[src/rtl/axis_vec_pkg.sv]
// Shared types and defaults for the AXI4-Stream vector streamer.
// Imported by the storage RAM and the streamer top level.
package axis_vec_pkg;

   localparam int VEC_DEPTH  = 20;
   localparam int VEC_DATA_W = 32;
   localparam int STALL_W    = 16;

   typedef enum logic [1:0] {
      IDLE,
      FETCH,
      SEND,
      DONE
   } state_t;

endpackage

[src/rtl/vec_store_ram.sv]
// Simple dual-port vector storage: one write port, one synchronous read port.
// The read register holds its value while rd_en is low.
module vec_store_ram
   import axis_vec_pkg::*;
#(
   parameter int DEPTH  = VEC_DEPTH,
   parameter int DATA_W = VEC_DATA_W,
   parameter int ADDR_W = $clog2(DEPTH)
) (
   input  logic              clk,
   input  logic              wr_en,
   input  logic [ADDR_W-1:0] wr_addr,
   input  logic [DATA_W-1:0] wr_data,
   input  logic              rd_en,
   input  logic [ADDR_W-1:0] rd_addr,
   output logic [DATA_W-1:0] rd_data
);

   logic [DATA_W-1:0] mem [DEPTH];

   always_ff @(posedge clk) begin
      if (wr_en) mem[wr_addr] <= wr_data;
      if (rd_en) rd_data <= mem[rd_addr];
   end

endmodule

[src/rtl/axis_vec_streamer.sv]
// Plays a stored FP32 vector out as an AXI4-Stream with TLAST.
// The RAM read register runs one word ahead of TDATA so beats need no bubble.
module axis_vec_streamer
   import axis_vec_pkg::*;
#(
   parameter int DEPTH  = VEC_DEPTH,
   parameter int DATA_W = VEC_DATA_W,
   parameter int ADDR_W = $clog2(DEPTH)
) (
   input  logic               aclk,
   input  logic               rst,
   input  logic               cfg_wr_en,
   input  logic [ADDR_W-1:0]  cfg_wr_addr,
   input  logic [DATA_W-1:0]  cfg_wr_data,
   input  logic [ADDR_W:0]    len,
   input  logic               start,
   output logic               busy,
   output logic               done,
   output logic               err,
   output logic [STALL_W-1:0] stall_cycles,
   output logic [DATA_W-1:0]  OUTPUT_AXIS_TDATA,
   output logic               OUTPUT_AXIS_TLAST,
   output logic               OUTPUT_AXIS_TVALID,
   input  logic               OUTPUT_AXIS_TREADY
);

   localparam logic [ADDR_W:0] LEN_MAX = (ADDR_W+1)'(DEPTH);
   localparam logic [ADDR_W:0] ONE     = (ADDR_W+1)'(1);

   state_t            state;
   logic [ADDR_W:0]   len_q;
   logic [ADDR_W:0]   idx;
   logic [ADDR_W:0]   rd_ptr;
   logic [DATA_W-1:0] rd_data;
   logic [ADDR_W-1:0] rd_addr;
   logic              rd_en;
   logic              wr_ok;
   logic              len_ok;
   logic              ptr_ok;
   logic              hs;

   assign len_ok = (len != '0) && (len <= LEN_MAX);
   assign wr_ok  = cfg_wr_en && !busy && ({1'b0, cfg_wr_addr} < LEN_MAX);
   assign ptr_ok = rd_ptr < LEN_MAX;
   assign hs     = OUTPUT_AXIS_TVALID && OUTPUT_AXIS_TREADY;

   // Only advance the read register when the presented word is consumed.
   always_comb begin
      rd_en   = 1'b0;
      rd_addr = rd_ptr[ADDR_W-1:0];
      unique case (state)
         IDLE: begin
            rd_en   = start && len_ok;
            rd_addr = '0;
         end
         FETCH:   rd_en = ptr_ok;
         SEND:    rd_en = hs && !OUTPUT_AXIS_TLAST && ptr_ok;
         default: rd_en = 1'b0;
      endcase
   end

   vec_store_ram #(
      .DEPTH  (DEPTH),
      .DATA_W (DATA_W),
      .ADDR_W (ADDR_W)
   ) u_ram (
      .clk     (aclk),
      .wr_en   (wr_ok),
      .wr_addr (cfg_wr_addr),
      .wr_data (cfg_wr_data),
      .rd_en   (rd_en),
      .rd_addr (rd_addr),
      .rd_data (rd_data)
   );

   always_ff @(posedge aclk) begin
      if (rst) begin
         state              <= IDLE;
         busy               <= 1'b0;
         done               <= 1'b0;
         err                <= 1'b0;
         stall_cycles       <= '0;
         OUTPUT_AXIS_TDATA  <= '0;
         OUTPUT_AXIS_TLAST  <= 1'b0;
         OUTPUT_AXIS_TVALID <= 1'b0;
         len_q              <= '0;
         idx                <= '0;
         rd_ptr             <= '0;
      end else begin
         done <= 1'b0;
         err  <= 1'b0;
         if (OUTPUT_AXIS_TVALID && !OUTPUT_AXIS_TREADY && stall_cycles != '1)
            stall_cycles <= stall_cycles + STALL_W'(1);
         unique case (state)
            IDLE: begin
               if (start) begin
                  if (len_ok) begin
                     len_q        <= len;
                     stall_cycles <= '0;
                     rd_ptr       <= ONE;
                     busy         <= 1'b1;
                     state        <= FETCH;
                  end else begin
                     err <= 1'b1;
                  end
               end
            end
            FETCH: begin
               OUTPUT_AXIS_TDATA  <= rd_data;
               OUTPUT_AXIS_TVALID <= 1'b1;
               OUTPUT_AXIS_TLAST  <= (len_q == ONE);
               idx                <= '0;
               if (ptr_ok) rd_ptr <= rd_ptr + ONE;
               state              <= SEND;
            end
            SEND: begin
               if (hs) begin
                  if (OUTPUT_AXIS_TLAST) begin
                     OUTPUT_AXIS_TVALID <= 1'b0;
                     OUTPUT_AXIS_TLAST  <= 1'b0;
                     done               <= 1'b1;
                     busy               <= 1'b0;
                     state              <= DONE;
                  end else begin
                     OUTPUT_AXIS_TDATA <= rd_data;
                     OUTPUT_AXIS_TLAST <= (idx + ONE + ONE) == len_q;
                     idx               <= idx + ONE;
                     if (ptr_ok) rd_ptr <= rd_ptr + ONE;
                  end
               end
            end
            DONE:    state <= IDLE;
            default: state <= IDLE;
         endcase
      end
   end

endmodule

[config.mk]
export PLATFORM = sky130hd
export DESIGN_NAME = axis_vec_streamer
export DESIGN_NICKNAME = d
export VERILOG_FILES = /design/src/rtl/axis_vec_pkg.sv /design/src/rtl/vec_store_ram.sv /design/src/rtl/axis_vec_streamer.sv
export SDC_FILE = /design/constraint.sdc
export NUM_CORES = 1
export LEC_CHECK = 0
export CORE_ASPECT_RATIO = 0.5
export CORE_UTILIZATION = 55
export DETAILED_ROUTE_END_ITERATION = 8
export PLACE_DENSITY = 0.76
export SETUP_SLACK_MARGIN = 0.1
export SLEW_MARGIN = 30
export SYNTH_ARGS = -nofsm -noshare
export SYNTH_HDL_FRONTEND = slang
export SYNTH_SLANG_ARGS = --single-unit
export TNS_END_PERCENT = 20
[constraint.sdc]
create_clock -name aclk -period 6.5 [get_ports aclk]
set_input_delay 1.3 -clock aclk [delete_from_list [all_inputs] [get_ports aclk]]
set_output_delay 1.3 -clock aclk [all_outputs]
set_load 0.02 [all_outputs]
# Yosys cells after proc, flatten, opt, wreduce, memory -nomap -nowiden
# Memory sizes are Yosys's and may differ from the RTL's. A register that Yosys moved wholly into a read port is not among the register bits.
# Cells that the tools add are included.
[totals]
elab_cells = 96
ff_bits = 73
ram_bits = 640
memories = 1
out_inout_bits = 53
[op_classes]
bitwise = 4
magnitude_cmp = 3
eq_ne = 11
reduce_logical = 26
n_addsub = 4
mux = 36
[mem_list]
columns = ["name", "depth", "width", "read_ports", "rd_clocked_by_memory_dff", "wr", "line", "source"]
rows = [
  ["u_ram.mem", 20, 32, 1, 1, 1, "vec_store_ram.sv:19", "logic [DATA_W-1:0] mem [DEPTH];"],
]
[op_table]
columns = ["operator", "count"]
rows = [
  ["two-way mux 16 bit", 4],
  ["two-way mux 32 bit", 2],
  ["case mux 32 bit (2 select lines)", 1],
  ["two-way mux 6 bit", 7],
  ["adder 6 x 1 -> 6 bit (second input constant)", 3],
  ["case mux 6 bit (3 select lines)", 1],
  ["adder 16 x 1 -> 16 bit (second input constant)", 1],
  ["!= test 16 bit (second input constant)", 1],
  ["case mux 6 bit (2 select lines)", 1],
  ["two-way mux 1 bit", 10],
  ["!= test 2 bit (second input constant)", 5],
  ["AND reduction 5 bit", 2],
  ["logical AND 1 bit", 9],
  ["AND reduction 3 bit", 3],
  ["two-way mux 2 bit", 4],
  ["case mux 2 bit (4 select lines)", 1],
  ["equality test 6 x 1 -> 1 bit (second input constant)", 1],
  ["equality test 6 bit", 1],
  ["<= comparator 6 x 5 -> 1 bit (second input constant)", 1],
  ["< comparator 6 x 5 -> 1 bit (second input constant)", 1],
  ["case mux 1 bit (2 select lines)", 3],
  ["nonzero test 6 bit", 1],
  ["OR reduction 3 bit", 2],
  ["< comparator 5 bit (second input constant)", 1],
  ["11 further kinds", 18],
]

# Logic depth before layout (Yosys ltp)
# Gate-level depths: netlist of run 1.
[depth]
depth_word = 7
mapped_depth = 10
ltp_nobuf = 7

# Hierarchy
# A second synthesis of run 1 with hierarchy kept.
[unflattened]
hier_cells = 1778
hier_area_um2 = 29193.0
[modules_own_cells]
columns = ["mod", "area_each_um2", "n_inst", "seq_area_each_um2", "cells_per_inst"]
rows = [
  ["vec_store_ram", 25779.7, 1, 20179.4, 1362],
  ["axis_vec_streamer", 3413.3, 1, 1461.4, 416],
]

# Worst setup path after synthesis of run 1
# No wires, ideal clock.
[synth_timing]
path_kind = "input port to flip-flop"
startpoint = "input cfg_wr_en"
endpoint = "memory u_ram.mem[10][0] in the netlist's numbering, enable pin"
stages = 4
slack_ps = 781
arrival_ps = 5206
setup_time_ps = 512
cell_sequence = "nor2b_1 and2_1 nand3b_1 nor4b_1"
[synth_via]
elab_chain_cells = 4
[synth_lines]
columns = ["item", "line", "source"]
rows = [
  ["start, declared", "axis_vec_streamer.sv:12", "input logic cfg_wr_en,"],
  ["logical AND 1 bit (2 in series)", "axis_vec_streamer.sv:43", "assign wr_ok = cfg_wr_en && !busy && ({1'b0, cfg_wr_addr} < LEN_MAX);"],
  ["two-way mux 1 bit", "vec_store_ram.sv:22", "if (wr_en) mem[wr_addr] <= wr_data;"],
  ["two-way mux 1 bit (implied by the code)", "vec_store_ram.sv:22", ""],
  ["end, declared", "vec_store_ram.sv:19", ""],
]
# No other way between the ends.

# Worst setup path in the final report of run 1
[layout_timing]
startpoint = "input len[0]"
endpoint = "register u_ram.rd_data[18], read port of u_ram.mem, enable pin"
[layout_via]
elab_chain_cells = 4
word_cells_on_any_way = 5
classes_between = "1 x order compare; 1 x mux; 3 x reduce/logical"
[layout_lines]
columns = ["item", "line", "source"]
rows = [
  ["start, declared", "axis_vec_streamer.sv:15", "input logic [ADDR_W:0] len,"],
  ["<= comparator 6 x 5 -> 1 bit or nonzero test 6 bit (tied branches)", "axis_vec_streamer.sv:42", "assign len_ok = (len != '0) && (len <= LEN_MAX);"],
  ["logical AND 1 bit *", "axis_vec_streamer.sv:42", ""],
  ["logical AND 1 bit *", "axis_vec_streamer.sv:53", "rd_en = start && len_ok;"],
  ["case mux 1 bit (3 select lines) *", "axis_vec_streamer.sv:51", "unique case (state)"],
  ["net rd_en", "axis_vec_streamer.sv:36", "logic rd_en;"],
  ["end, declared", "vec_store_ram.sv:16", "output logic [DATA_W-1:0] rd_data"],
]
# The timed path passes the listed nets; every way through them passes the cells marked *.
# A chain may end at the register's enable or synchronous reset.

==> out/qor.yml, run 1 <==
power.switching_mw: 2.79
vias: 15700
ys_warn_count: 0
post_cts_buffers: 0
cp-start-kind: "input port"
synth_nets: 1715
ioPinCount: 101
cp.required_ps: 6790
final_common_cell: "edfxtp_1"
whs_ps: 452
max-cap-violations: 0
first_pass_iters: 6
grt.total_usage: 0.241
cp_slowest_cell: "or4_1"
syn_area_mm2: 0.0290
dpl.hpwl_um: 38500
design.die.area_mm2: 0.0538
worst_pin_slew_ps: 982
drtIter0Drc: 1978
cts-htree-levels: 2
worstPathArrival_ps: 3900
swShare: 0.254
gp_congestion: 0.803
most-common-layout-cells: "edfxtp_1 (672), nand2_1 (146), clkdlybuf4s50_1 (99)"
core_area_mm2: 0.0520
setup-tns-final_ps: 0
critPathMostFrequentCell: "o21a_1"
avgRoutedWirePerCell_um: 25.7
fp.dieW_um: 327
synth_top_cell_by_area: "edfxtp_1"
crit_fanout: 20
leakagePower_nw: 10.5
antenna_found_initial: 5
synth_edf_count: 672
io_buffers: 100
clock-sinks: 745
area_growth_pct: 14.7
wl_um: 64700
p_per_area_mw_per_mm2: 330
dp_cells: 2406
synth_area_leaders: "edfxtp_1 (69%), mux4_2 (7.4%), dfxtp_1 (5.0%)"
yosys.cell_types.count: 56
fin_cells: 2521
cts-hold-fix-buffers: 0
root_buffer: "clkbuf_16"
rsz0062_at_grt: "no"
ant_nets: 0
cts_tree: "done"
ys_seq_area_frac: 0.745
period_minus_slack_ps: 3610
nets: 1823
drv_slew: 0
min_period_over_period: 0.556
grt_pass1_vias: 15500
rows: 59
post_cts_resized: 0
cp-end-kind: "register"
die_h_um: 164
seqPwrFrac: 0.507
clock.fmax_mhz: 277
grt_overflow: 0
cts_buffer_depth: 3
via_per_inst: 6.23
p_comb_frac: 0.157
ys_ff_latch: 745
clk_pin_slew_ps: 70
path_class: "input port to register"
initial_core_util: 0.558
finalSetupViolCount: 0
power_mw: 11.0
grt_max_degree: 55
hold_viol: 0
ys_async_sr_fraction: 0
finalClockSkew_ps: 15.2
synth_top_area_frac: 0.695
clk_latency_ps: 620
numCtsBuffers: 60
synthFlopType: "edfxtp_1"
slowest_delay_ps: 770
peakVddDrop_v: 0.000223
syn_inst: 1659
drive_gt1_frac: 0.183
grt_first_pass_wirelength_um: 96000
crit_chain: "clkdlybuf4s50_1 > o21a_1 > o21a_1 > or4_1 > a21oi_4 > buf_4"
drc: 0
hp-class: "register to register"
intPower_mw: 8.19
status: "finished clean"
pwr-share-clk: 0.336
avgSynthCellArea_um2: 17.5
slew_headroom: 0.345
-- per-stage QoR --
step           area, um2   util  setup slack [ps]
2_1_floorplan      29000      -               781
3_3_place_gp       30900  0.594              2300
3_5_place_dp       31300  0.602              2260
4_1_cts            33300  0.640              2890
5_1_grt            33300  0.640              2720
6_report           33300  0.640              2890
-- final cells by class --
cell class / count / area (um2)
diodes: 3 / 7.51
repair buffers: 142 / 1590
multi-input cells: 809 / 7170
fillers: 3402 / 18700
flip-flops and latches: 745 / 21600
clock buffers: 73 / 1580
well taps: 701 / 877
inverters: 9 / 33.8
clock inverters: 39 / 387
-- logic make-up (layout without fill, tap and decap cells) --
logic type               after synthesis  after routing  synth area share
XOR/XNOR                              22             22           0.00664
AO/OA/AOI/OAI                        219            219            0.0549
flip-flops                           745            745             0.745
multiplexers                         231            231             0.124
other                                  0              3                 0
AND/OR/NAND/NOR                      329            329            0.0502
buffers and inverters                105            263            0.0159
adder cells (fa/ha/maj)                8              8           0.00345
-- synthesized netlist by cell type (5+ instances only) --
master      n
nor2_1     92
nand2b_1    8
inv_1       9
nand3_1    16
a221oi_1   32
o21ai_0    42
a21oi_1    48
xor2_1     16
ha_1        8
nor2b_1     8
mux2_2     64
nor3_1     11
buf_4       5
edfxtp_1  672
o221ai_1   32
a32o_1     33
buf_2      33
clkbuf_1   54
mux2i_1    71
dfxtp_1    73
and3_1     13
nand4_1     7
o21ai_1     5
nand2_1   146
mux4_2     96
xnor2_1     6
-- state kept, by name, summed over array words and instances, names as in the netlist --
name                cells
u_ram.mem             640
OUTPUT_AXIS_TDATA      32
u_ram.rd_data          32
stall_cycles           16
idx                     6
len_q                   6
rd_ptr                  6
state                   2
OUTPUT_AXIS_TLAST       1
OUTPUT_AXIS_TVALID      1
busy                    1
done                    1
err                     1
-- per-layer routing --
layer  vias up  part of all wire  GRT usage
met5         -           0.00020          0
met4         2             0.023     0.0684
met3       106             0.095     0.0515
met2       760              0.47      0.380
met1      8004              0.41      0.342
li1       6827                 -          -
-- critical path, delay by kind of cell --
family	cells	cell delay (ps)
AO/OA/AOI/OAI	3	950
AND/OR/NAND/NOR	1	770
buffers and inverters	2	840
-- final timing paths --
kind / from / endpoint / slack, ps / depth (start not counted)
max: len[0] / u_ram.rd_data[18] / 2890 / 6
min: OUTPUT_AXIS_TDATA[23] / OUTPUT_AXIS_TDATA[23] / 450 / 2
max reg2reg: state[0] / u_ram.rd_data[8] / 2940 / 8
min reg2reg: OUTPUT_AXIS_TDATA[23] / OUTPUT_AXIS_TDATA[23] / 450 / 2
-- power groups by stage --
stage          sequential (mW)  combinational [mW]  clock, mW
6_report                  5.57                1.72       3.69
5_1_grt                   5.58                1.83       3.92
4_1_cts                   5.57                1.72       3.71
3_5_place_dp              5.67                1.71          0
3_3_place_gp              5.66                1.65          0
2_1_floorplan             5.65                1.12          0
(Power assumes the default switching activity.)
==> run 2, diff against run 1 <==
clock period = 3.78 ns   (was 6.5 ns; I/O delays follow)
==> out/qor.yml, run 2 (same netlist as run 1, synthesis figures left out) <==
avgRoutedWirePerCell_um: 25.7  # about the same
fin_cells: 2545  # was 2521
reg2reg_depth: 7  # was 8
status: "finished clean"  # unchanged
nets: 1847  # was 1823
peakVddDrop_v: 0.000649  # was 0.000223 V
wl_um: 65400  # was 64700 um
seqPwrFrac: 0.498  # was 0.507
regMostFlops: "u_ram.mem"  # unchanged
drtIter0Drc: 1830  # was 1978
largest_registers: "u_ram.mem: 640 flops, OUTPUT_AXIS_TDATA: 32 flops, u_ram.rd_data: 32 flops"  # unchanged
dp_cells: 2429  # was 2406
drv_slew: 0  # unchanged
num-fill-cells: 3411  # was 3402
p_per_area_mw_per_mm2: 568  # was 330 mW/mm2
period_minus_slack_ps: 3180
startpoint: "state[0]"  # was len[0]
via_per_inst: 6.22  # was 6.23
first_pass_iters: 5  # was 6
ant_nets: 0  # unchanged
clk_latency_ps: 620  # about the same
endpoint: "u_ram.rd_data[17]"  # was u_ram.rd_data[18]
crit_fanout: 24  # was 20
p_comb_frac: 0.166  # was 0.157
grt_overflow: 0  # unchanged
clock-sinks: 745  # unchanged
grtUsageMet1: 0.347  # was 0.342
hp-class: "register to register"  # unchanged
post_cts_resized: 0  # unchanged
cts-htree-levels: 2  # unchanged
io_buffers: 100  # unchanged
design.die.area_mm2: 0.0538  # unchanged
final_common_cell: "edfxtp_1"  # unchanged
multi_input_area_mm2: 0.00717  # about the same
cts_buffer_depth: 3  # unchanged
drc: 0  # unchanged
gr-usage-met3: 0.0569  # was 0.0515
drive_gt1_frac: 0.193  # was 0.183
path_class: "register to register"  # was input port to register
worst_pin_slew_ps: 979  # was 982 ps
reg2reg_from: "state[0]"  # unchanged
grt_pass1_vias: 15500  # about the same
ioPinCount: 101  # unchanged
clock.fmax_mhz: 315
pwr-share-clk: 0.335  # was 0.336
intPower_mw: 14.2  # was 8.19 mW
antenna_found_initial: 1  # was 5
grt.total_usage: 0.244  # was 0.241
cts-hold-fix-buffers: 0  # unchanged
min_period_over_period: 0.841
setup-tns-final_ps: 0  # unchanged
dpl.hpwl_um: 39600  # was 38500 um
most-common-layout-cells: "edfxtp_1 (672), nand2_1 (146), clkdlybuf4s50_1 (99)"  # unchanged
largest_reg_flops: 640  # unchanged
gp_congestion: 0.854  # was 0.803
core_area_mm2: 0.0520  # unchanged
vias: 15800  # was 15700
worstPathArrival_ps: 3520  # was 3900 ps
numCtsBuffers: 61  # was 60
rows: 59  # unchanged
cp-end-kind: "register"  # unchanged
slew_headroom: 0.347  # was 0.345
cp.required_ps: 4120  # was 6790 ps
grt_first_pass_wirelength_um: 96600  # was 96000 um
leakagePower_nw: 10.6  # was 10.5 nW
swShare: 0.253  # was 0.254
busiest_layer: "met2"  # unchanged
finalClockSkew_ps: 31.7  # was 15.2 ps
hold_viol: 0  # unchanged
min_path_cells: 2  # unchanged
cp-start-kind: "register"  # was input port
cts_tree: "done"  # unchanged
grt_max_degree: 133  # was 55
worstReg2RegEnd: "u_ram.rd_data[17]"  # was u_ram.rd_data[8]
area_growth_pct: 15.3  # was 14.7%
fp.dieW_um: 327  # unchanged
r2r_slack_ps: 600  # was 2940 ps
clk_pin_slew_ps: 70  # about the same
initial_core_util: 0.558  # unchanged
power_mw: 19.0  # was 11.0 mW
post_cts_buffers: 0  # unchanged
max-cap-violations: 0  # unchanged
finalSetupViolCount: 0  # unchanged
die_h_um: 164  # unchanged
regArea_mm2: 0.0216  # unchanged
root_buffer: "clkbuf_16"  # unchanged
power.switching_mw: 4.82  # was 2.79 mW
rsz0062_at_grt: "no"  # unchanged
grt_use_met2: 0.384  # was 0.380
[run 2: changes by cell type in the layout (fill, tap and decap cells not counted), moves of 2 or more]
cell,change
buf_4,+21
inv_6,-2
clkbuf_1,+4
buf_16,-10
clkbuf_16,+2
clkbuf_8,-2
buf_12,+18
buf_8,-6
clkinv_1,-2
clkinvlp_4,+2
[run 2: layout make-up]
| class | instances | area share |
|---|---|---|
| repair buffers | 165 | 0.0520 |
| clock inverters | 37 | 0.0117 |
| diodes | 2 | 0.000149 |
| flip-flops and latches | 745 | 0.647 |
| multi-input cells | 809 | 0.214 |
| inverters | 9 | 0.00101 |
| clock buffers | 77 | 0.0483 |
| well taps | 701 | 0.0262 |
[run 2: power by group through the flow]
stage	combinational (mW)	sequential (mW)	clock, mW
2_1_floorplan	1.93	9.72	0
3_3_place_gp	3.12	9.64	0
3_5_place_dp	3.15	9.65	0
4_1_cts	3.17	9.47	6.45
5_1_grt	3.37	9.50	6.77
6_report	3.16	9.47	6.38
[run 2: worst max-delay path, stage by stage, from the launching register on]
cell,delay [ps]
dfxtp_1,340
inv_1,90
ha_1,370
nand2b_4,560
buf_12,250
mux2_2,350
a221oi_1,820
nor2_1,100
[run 2: metrics by stage]
stage	hold slack, ps	area [um2]	util	worst slack (ps)
3_3_place_gp	439	31400	0.604	507
6_report	453	33500	0.643	601
5_1_grt	468	33500	0.643	483
4_1_cts	453	33500	0.643	656
2_1_floorplan	468	29000	-	-43.4
3_5_place_dp	444	31500	0.605	476
[run 2: layer usage]
layer | part of all wire | wire [um]
met1 | 0.42 | 27400
met2 | 0.46 | 30200
met3 | 0.098 | 6410
met4 | 0.022 | 1460
met5 | 0 | 0
[run 2: how the worst min path moves through the flow]
stage                            endpoint  slack, ps                   from
CTS                 OUTPUT_AXIS_TDATA[13]        450  OUTPUT_AXIS_TDATA[13]
finish              OUTPUT_AXIS_TDATA[13]        450  OUTPUT_AXIS_TDATA[13]
floorplan                        state[1]        470               state[1]
detailed placement  OUTPUT_AXIS_TDATA[20]        440  OUTPUT_AXIS_TDATA[20]
global placement    OUTPUT_AXIS_TDATA[25]        440  OUTPUT_AXIS_TDATA[25]
global route        OUTPUT_AXIS_TDATA[16]        470  OUTPUT_AXIS_TDATA[16]
